<file path="src/rtl/pwm_ramp_sequencer_if.sv">
// Command/status bundle between the ramp sequencer and its controller.
// The master drives the setpoint and strobes; the slave returns the command and status.
interface pwm_ramp_sequencer_if #(
  parameter int W  = 16,
  parameter int DW = 16
);
  logic                enable;
  logic                estop;
  logic                tick;
  logic signed [W-1:0] target;
  logic [W-2:0]        step;
  logic [DW-1:0]       dwell;
  logic signed [W-1:0] pwm_cmd;
  logic                at_target;
  logic                reversing;
  logic                busy;

  modport master (
    output enable, estop, tick, target, step, dwell,
    input  pwm_cmd, at_target, reversing, busy
  );

  modport slave (
    input  enable, estop, tick, target, step, dwell,
    output pwm_cmd, at_target, reversing, busy
  );
endinterface

</file>
<file path="src/rtl/pwm_ramp_sequencer.sv">
// Slew-rate limiter for the signed PWM command: ramps toward the target by at most
// step per tick and passes through zero, with a dwell, before any direction reversal.
module pwm_ramp_sequencer #(
  parameter int W  = 16,
  parameter int DW = 16
) (
  input  logic                  clk,
  input  logic                  rst_n,
  pwm_ramp_sequencer_if.slave   bus
);

  typedef enum logic [1:0] {
    ST_IDLE  = 2'd0,
    ST_RUN   = 2'd1,
    ST_DWELL = 2'd2
  } state_t;

  localparam logic signed [W-1:0] MOST_NEG  = {1'b1, {(W-1){1'b0}}};
  localparam logic signed [W-1:0] CLAMP_NEG = {1'b1, {(W-2){1'b0}}, 1'b1};
  localparam logic signed [W-1:0] ZERO_CMD  = {W{1'b0}};

  // One slew step from cur toward eff; the difference is formed one bit wider.
  function automatic logic signed [W-1:0] ramp_f(
    input logic signed [W-1:0] cur,
    input logic signed [W-1:0] eff,
    input logic [W-2:0]        stp
  );
    logic signed [W:0] diff;
    logic [W:0]        mag;
    logic signed [W-1:0] res;
    diff = {eff[W-1], eff} - {cur[W-1], cur};
    mag  = diff[W] ? (~diff + {{W{1'b0}}, 1'b1}) : diff;
    if (mag <= {2'b00, stp}) begin
      res = eff;
    end else if (diff[W]) begin
      res = cur - {1'b0, stp};
    end else begin
      res = cur + {1'b0, stp};
    end
    return res;
  endfunction

  state_t              state_r, state_n;
  logic signed [W-1:0] pwm_cmd_r, pwm_n;
  logic [DW-1:0]       dwell_cnt_r, cnt_n;
  logic [1:0]          last_dir_r, dir_n;   // [0] valid, [1] negative
  logic                at_target_r, reversing_r, busy_r;
  logic signed [W-1:0] tgt_c_s, eff_s, ramp_s;
  logic                opposite_s;

  // Clamp the target, detect a direction request and pick the effective target.
  always_comb begin
    tgt_c_s    = (bus.target == MOST_NEG) ? CLAMP_NEG : bus.target;
    opposite_s = (tgt_c_s != ZERO_CMD) && last_dir_r[0] && (tgt_c_s[W-1] != last_dir_r[1]);
    if (!bus.enable) begin
      eff_s = ZERO_CMD;
    end else if (opposite_s && (pwm_cmd_r != ZERO_CMD)) begin
      eff_s = ZERO_CMD;
    end else begin
      eff_s = tgt_c_s;
    end
    ramp_s = ramp_f(pwm_cmd_r, eff_s, bus.step);
  end

  // Next-state, command and direction-memory logic.
  always_comb begin
    state_n = state_r;
    pwm_n   = pwm_cmd_r;
    cnt_n   = dwell_cnt_r;
    dir_n   = last_dir_r;
    if (bus.estop) begin
      state_n = ST_IDLE;
      pwm_n   = ZERO_CMD;
      cnt_n   = {DW{1'b0}};
      dir_n   = 2'b00;
    end else begin
      case (state_r)
        ST_IDLE: begin
          pwm_n = ZERO_CMD;
          dir_n = 2'b00;
          if (bus.enable) begin
            state_n = ST_RUN;
          end else begin
            state_n = ST_IDLE;
          end
        end
        ST_RUN: begin
          if (!bus.tick) begin
            state_n = ST_RUN;
          end else if (!bus.enable && (pwm_cmd_r == ZERO_CMD)) begin
            state_n = ST_IDLE;
            dir_n   = 2'b00;
          end else if ((pwm_cmd_r == ZERO_CMD) && opposite_s) begin
            // last_dir is kept through the dwell so the reversal stays pending
            state_n = ST_DWELL;
            cnt_n   = bus.dwell;
          end else begin
            pwm_n = ramp_s;
            if (ramp_s != ZERO_CMD) begin
              dir_n = {ramp_s[W-1], 1'b1};
            end else begin
              dir_n = last_dir_r;
            end
          end
        end
        ST_DWELL: begin
          pwm_n = ZERO_CMD;
          if (!bus.tick) begin
            state_n = ST_DWELL;
          end else if (!bus.enable) begin
            state_n = ST_IDLE;
            dir_n   = 2'b00;
          end else if (dwell_cnt_r == {DW{1'b0}}) begin
            state_n = ST_RUN;
            dir_n   = 2'b00;
          end else begin
            cnt_n = dwell_cnt_r - {{(DW-1){1'b0}}, 1'b1};
          end
        end
        default: begin
          state_n = ST_IDLE;
          pwm_n   = ZERO_CMD;
          cnt_n   = {DW{1'b0}};
          dir_n   = 2'b00;
        end
      endcase
    end
  end

  // State, command and status registers.
  always_ff @(posedge clk or negedge rst_n) begin
    if (!rst_n) begin
      state_r     <= ST_IDLE;
      pwm_cmd_r   <= ZERO_CMD;
      dwell_cnt_r <= {DW{1'b0}};
      last_dir_r  <= 2'b00;
      at_target_r <= 1'b0;
      reversing_r <= 1'b0;
      busy_r      <= 1'b0;
    end else begin
      state_r     <= state_n;
      pwm_cmd_r   <= pwm_n;
      dwell_cnt_r <= cnt_n;
      last_dir_r  <= dir_n;
      at_target_r <= (state_n == ST_RUN) && (pwm_n == tgt_c_s);
      reversing_r <= (state_n == ST_DWELL);
      busy_r      <= (state_n != ST_IDLE);
    end
  end

  assign bus.pwm_cmd   = pwm_cmd_r;
  assign bus.at_target = at_target_r;
  assign bus.reversing = reversing_r;
  assign bus.busy      = busy_r;

endmodule

</file>
<file path="src/flat_wrapper.sv">
// flat-port wrapper written by rule: the top's interface ports become plain ports
module pwm_ramp_sequencer_flat 
#(
  parameter int W  = 16,
  parameter int DW = 16
)
  (clk, rst_n, bus_enable, bus_estop, bus_tick, bus_target, bus_step, bus_dwell, bus_pwm_cmd, bus_at_target, bus_reversing, bus_busy);
  pwm_ramp_sequencer_if #(.W(W), .DW(DW)) bus_i ();
  input  logic clk;
  input  logic rst_n;
  input wire logic [$bits(bus_i.enable)-1:0] bus_enable;
  input wire logic [$bits(bus_i.estop)-1:0] bus_estop;
  input wire logic [$bits(bus_i.tick)-1:0] bus_tick;
  input wire logic [$bits(bus_i.target)-1:0] bus_target;
  input wire logic [$bits(bus_i.step)-1:0] bus_step;
  input wire logic [$bits(bus_i.dwell)-1:0] bus_dwell;
  output wire logic [$bits(bus_i.pwm_cmd)-1:0] bus_pwm_cmd;
  output wire logic [$bits(bus_i.at_target)-1:0] bus_at_target;
  output wire logic [$bits(bus_i.reversing)-1:0] bus_reversing;
  output wire logic [$bits(bus_i.busy)-1:0] bus_busy;
  assign bus_i.enable = bus_enable;
  assign bus_i.estop = bus_estop;
  assign bus_i.tick = bus_tick;
  assign bus_i.target = bus_target;
  assign bus_i.step = bus_step;
  assign bus_i.dwell = bus_dwell;
  assign bus_pwm_cmd = bus_i.pwm_cmd;
  assign bus_at_target = bus_i.at_target;
  assign bus_reversing = bus_i.reversing;
  assign bus_busy = bus_i.busy;
  pwm_ramp_sequencer #(.W(W), .DW(DW)) u_core (.clk(clk), .rst_n(rst_n), .bus(bus_i));
endmodule
</file>
<file path="config.mk">
export PLATFORM = sky130hd
export DESIGN_NAME = pwm_ramp_sequencer_flat
export DESIGN_NICKNAME = d
export VERILOG_FILES = /design/src/rtl/pwm_ramp_sequencer_if.sv /design/src/rtl/pwm_ramp_sequencer.sv /design/src/flat_wrapper.sv
export SDC_FILE = /design/constraint.sdc
export NUM_CORES = 1
export LEC_CHECK = 0
export ABC_AREA = 1
export CAP_MARGIN = 10
export CORE_ASPECT_RATIO = 0.5
export CORE_MARGIN = 10
export CORE_UTILIZATION = 40
export DETAILED_ROUTE_END_ITERATION = 10
export PLACE_DENSITY_LB_ADDON = 0.08
export RECOVER_POWER = 100
export SLEW_MARGIN = 20
export SYNTH_ARGS = -nofsm -noshare
export SYNTH_HDL_FRONTEND = slang
export SYNTH_SLANG_ARGS = --single-unit
</file>
<file path="constraint.sdc">
create_clock -name clk -period 5.3 [get_ports clk]
set_input_delay 0.795 -clock clk [delete_from_list [all_inputs] [get_ports clk]]
set_output_delay 0.795 -clock clk [all_outputs]
set_load 0.02 [all_outputs]
</file>
==> run metrics <==
status=finished with violations; failing checks=capacitance limit, slew limit, setup timing; Mapped Cells=993; CTS sink cnt=39; hold path start=u_core.last_dir_r[1]; EDFF count, synth=0; CP Data Required Time=5.48 ns; flops & latches, synth=39; Critical Path Fanout Max=8; layout cell share with drive strength beyond 1=37.9%; Num CTS Buffers=5; ant diodes=0; DRT antenna net count=0; P&R area growth vs syn=70.6%; worst slew pin tran=2.30 ns; CTS Buffer Depth=2; Post-Syn Area=5890 µm²; number of unique standard cell types used by synthesis=46; hold buffers post-CTS=0; grt total ovfl=0; area occupied by multi-input gates=4880 µm²; async set-reset flop share out of synthesis=100%; worst r2r dst=u_core.last_dir_r[0]; FF-to-FF path depth=37; # IOs=71; Pwr Density=290 nW/µm²; first-iteration detailed-routing DRC count=445; vias in the first global route=7444; Chip Width=192 µm; Routed WL per cell=15.8 µm; Layout Nets=1456; Vias/cell=5.11; DR DRC count=0; min Tclk post-route=5.93 ns; Synth warnings=0; Post-DP HPWL=18400 µm; skew final=0.00632 ns; RR Startpoint=u_core.bus.pwm_cmd[13]; Hold Path Cell Cnt=2; slowest stage delay, CP=0.40 ns; final hold slack=0.523 ns; GP Congestion=0.938; DR pass1 iterations=5; Worst-path clk slew=0.06 ns; sequential cell area=976 µm²; Rows=31; initial antenna violation count=1; largest net degree at the start of global routing=40; Root Buffer=clkbuf_16; fillers=1276; die height=106 µm; Max Cap Viol=1; final worst path period share=112%; flop2flop setup slack=-0.11 ns; most frequent cell on the critical path=nand2_1; Post-Place Setup Slack=-1.30 ns; Worst VDD drop=165 µV; Endpoint, Worst Hold=u_core.last_dir_r[1]; Final setup violation count=19; global-route wire length before repair=37500 µm; relative max-transition margin=-53.2%; Initial Utilization=40.8%; sequential share of the synthesized area=16.6%; CTS tree=built; Hold Vio Cnt, Final=0; crit end category=register; Slew Limit Fails=40; final WL=24500 µm; Post-synth top flop=dfrtp_1; Max Clk Rate=169 MHz; aggregate negative setup slack=-6.13 ns; die area=20300 µm²; GRT Total Usage=22.3%; H-tree levels=2; Crit-path slowest cell=nor3_1; Hold WC Path Type=reg -> reg; Lkg Pwr=5.37 nW; Avg Synthesized Cell Area=5.93 µm²; PortBufs=70; Syn Nets=1100; final setup margin=-0.630 ns; critical path class=in -> reg; RSZ-0062 raised after global routing=true; Worst-Skew Late Latency=0.29 ns; WP data arrival=6.11 ns; total number of vias=7914; core area=14400 µm²; Setup crit start=bus_target[0]; crit path launch type=input port; Final Util=69.7%
synth_stat cells, types with 2 or more instances:
cell type / number / area share (%)
fa_1: 2 / 0.68
inv_1: 186 / 12
xnor2_1: 14 / 2.1
nand3_1: 66 / 5.6
inv_2: 4 / 0.25
a21oi_2: 2 / 0.30
o21ai_0: 35 / 3.0
nand3_2: 6 / 1.0
buf_4: 2 / 0.25
buf_6: 2 / 0.38
nand2_1: 264 / 17
o31ai_1: 2 / 0.25
o22ai_1: 16 / 1.7
a211oi_1: 3 / 0.38
a32o_1: 3 / 0.51
ha_1: 53 / 11
nand2_2: 5 / 0.53
clkbuf_1: 12 / 0.76
a32oi_1: 2 / 0.30
nor3_1: 16 / 1.4
nor2_1: 107 / 6.8
nand3b_1: 6 / 0.76
xor2_1: 33 / 4.9
nand4_1: 32 / 3.4
a31oi_1: 5 / 0.53
dfrtp_1: 39 / 17
a22oi_1: 2 / 0.25
o21a_1: 2 / 0.25
nor4_1: 2 / 0.21
a21oi_1: 52 / 4.4
nor2_2: 3 / 0.32
worst max-delay path by stage:
stage,to
global route,u_core.last_dir_r[1]
floorplan,u_core.bus.at_target
global placement,u_core.bus.at_target
detailed placement,u_core.bus.at_target
CTS,u_core.bus.at_target
finish,u_core.last_dir_r[0]
sequential cells by signal, summed over array words and instances, names as in the netlist:
name	count
u_core.bus.pwm_cmd	16
u_core.dwell_cnt_r	16
u_core.last_dir_r	2
u_core.state_r	2
u_core.bus.at_target	1
u_core.bus.busy	1
u_core.bus.reversing	1
placed cells by master, fill, tap and decap left out, types with 16 or more instances in the layout:
cell type          n
a21oi_1           44
buf_4            273
buf_6             20
clkdlybuf4s50_1   34
dfrtp_1           39
dlygate4sd3_1     19
ha_1              45
inv_1            159
inv_2             27
nand2_1          210
nand2_2           46
nand3_1           47
nand3_2           20
nand4_1           32
nor2_1            79
nor2_2            18
o21ai_0           20
o22ai_1           16
xor2_1            31
cell families (layout without fill, tap and decap cells):
| group | after synthesis | count (layout) | synth area share (%) |
|---|---|---|---|
| adder cells (fa/ha/maj) | 55 | 55 | 11.9 |
| buffers and inverters | 210 | 566 | 13.8 |
| XOR/XNOR | 47 | 47 | 6.99 |
| AO/OA/AOI/OAI | 130 | 130 | 13.0 |
| AND/OR/NAND/NOR | 512 | 513 | 37.7 |
| flip-flops | 39 | 39 | 16.6 |
critical path: cells and delay by family:
kind | cells | cell delay, ns
AND/OR/NAND/NOR | 21 | 2.65
buffers and inverters | 12 | 1.36
adder cells (fa/ha/maj) | 2 | 0.59
AO/OA/AOI/OAI | 4 | 0.52
XOR/XNOR | 1 | 0.17
layout make-up:
cell class / instances / share of cell area, %
clock buffer: 6 / 1.38
clock inverter: 2 / 0.348
tap: 198 / 2.46
sequential: 39 / 9.71
multi-input combinational: 745 / 48.5
inverter: 192 / 7.36
timing repair buffer: 366 / 30.2
power breakdown:
part,total [mW],switching [mW],internal [mW]
Sequential,0.319,0.00923,0.310
Clock,0.366,0.132,0.235
Combinational,2.23,1.20,1.04
per-layer routing:
metal	up-vias	part of all wire, %	GRT usage, %	routed length [µm]
met5	-	0.053	0	13
met4	2	2.2	5.60	529
met3	50	6.6	3.72	1610
met2	271	45	35.6	11100
met1	3691	46	30.6	11300
li1	3900	-	-	-
stage by stage:
step	area [µm²]	instances	power, mW
final	10100	1548	2.92
after global placement	8480	1463	1.98
after global routing	10100	1548	3.13
after CTS	9420	1533	2.59
after floorplan	6000	993	1.31
after detailed placement	8480	1463	2.00
repair_timing:
| item | in CTS | in global routing |
|---|---|---|
| pin swaps | 44 | 80 |
| endpoints found under the setup margin | 19 | 19 |
| buffers inserted | 61 | 19 |
| gates resized for setup | 159 | 117 |
| cloned | 2 | 1 |
| hold endpoints to repair | 0 | 0 |
Power figures use the tool's default switching activity.
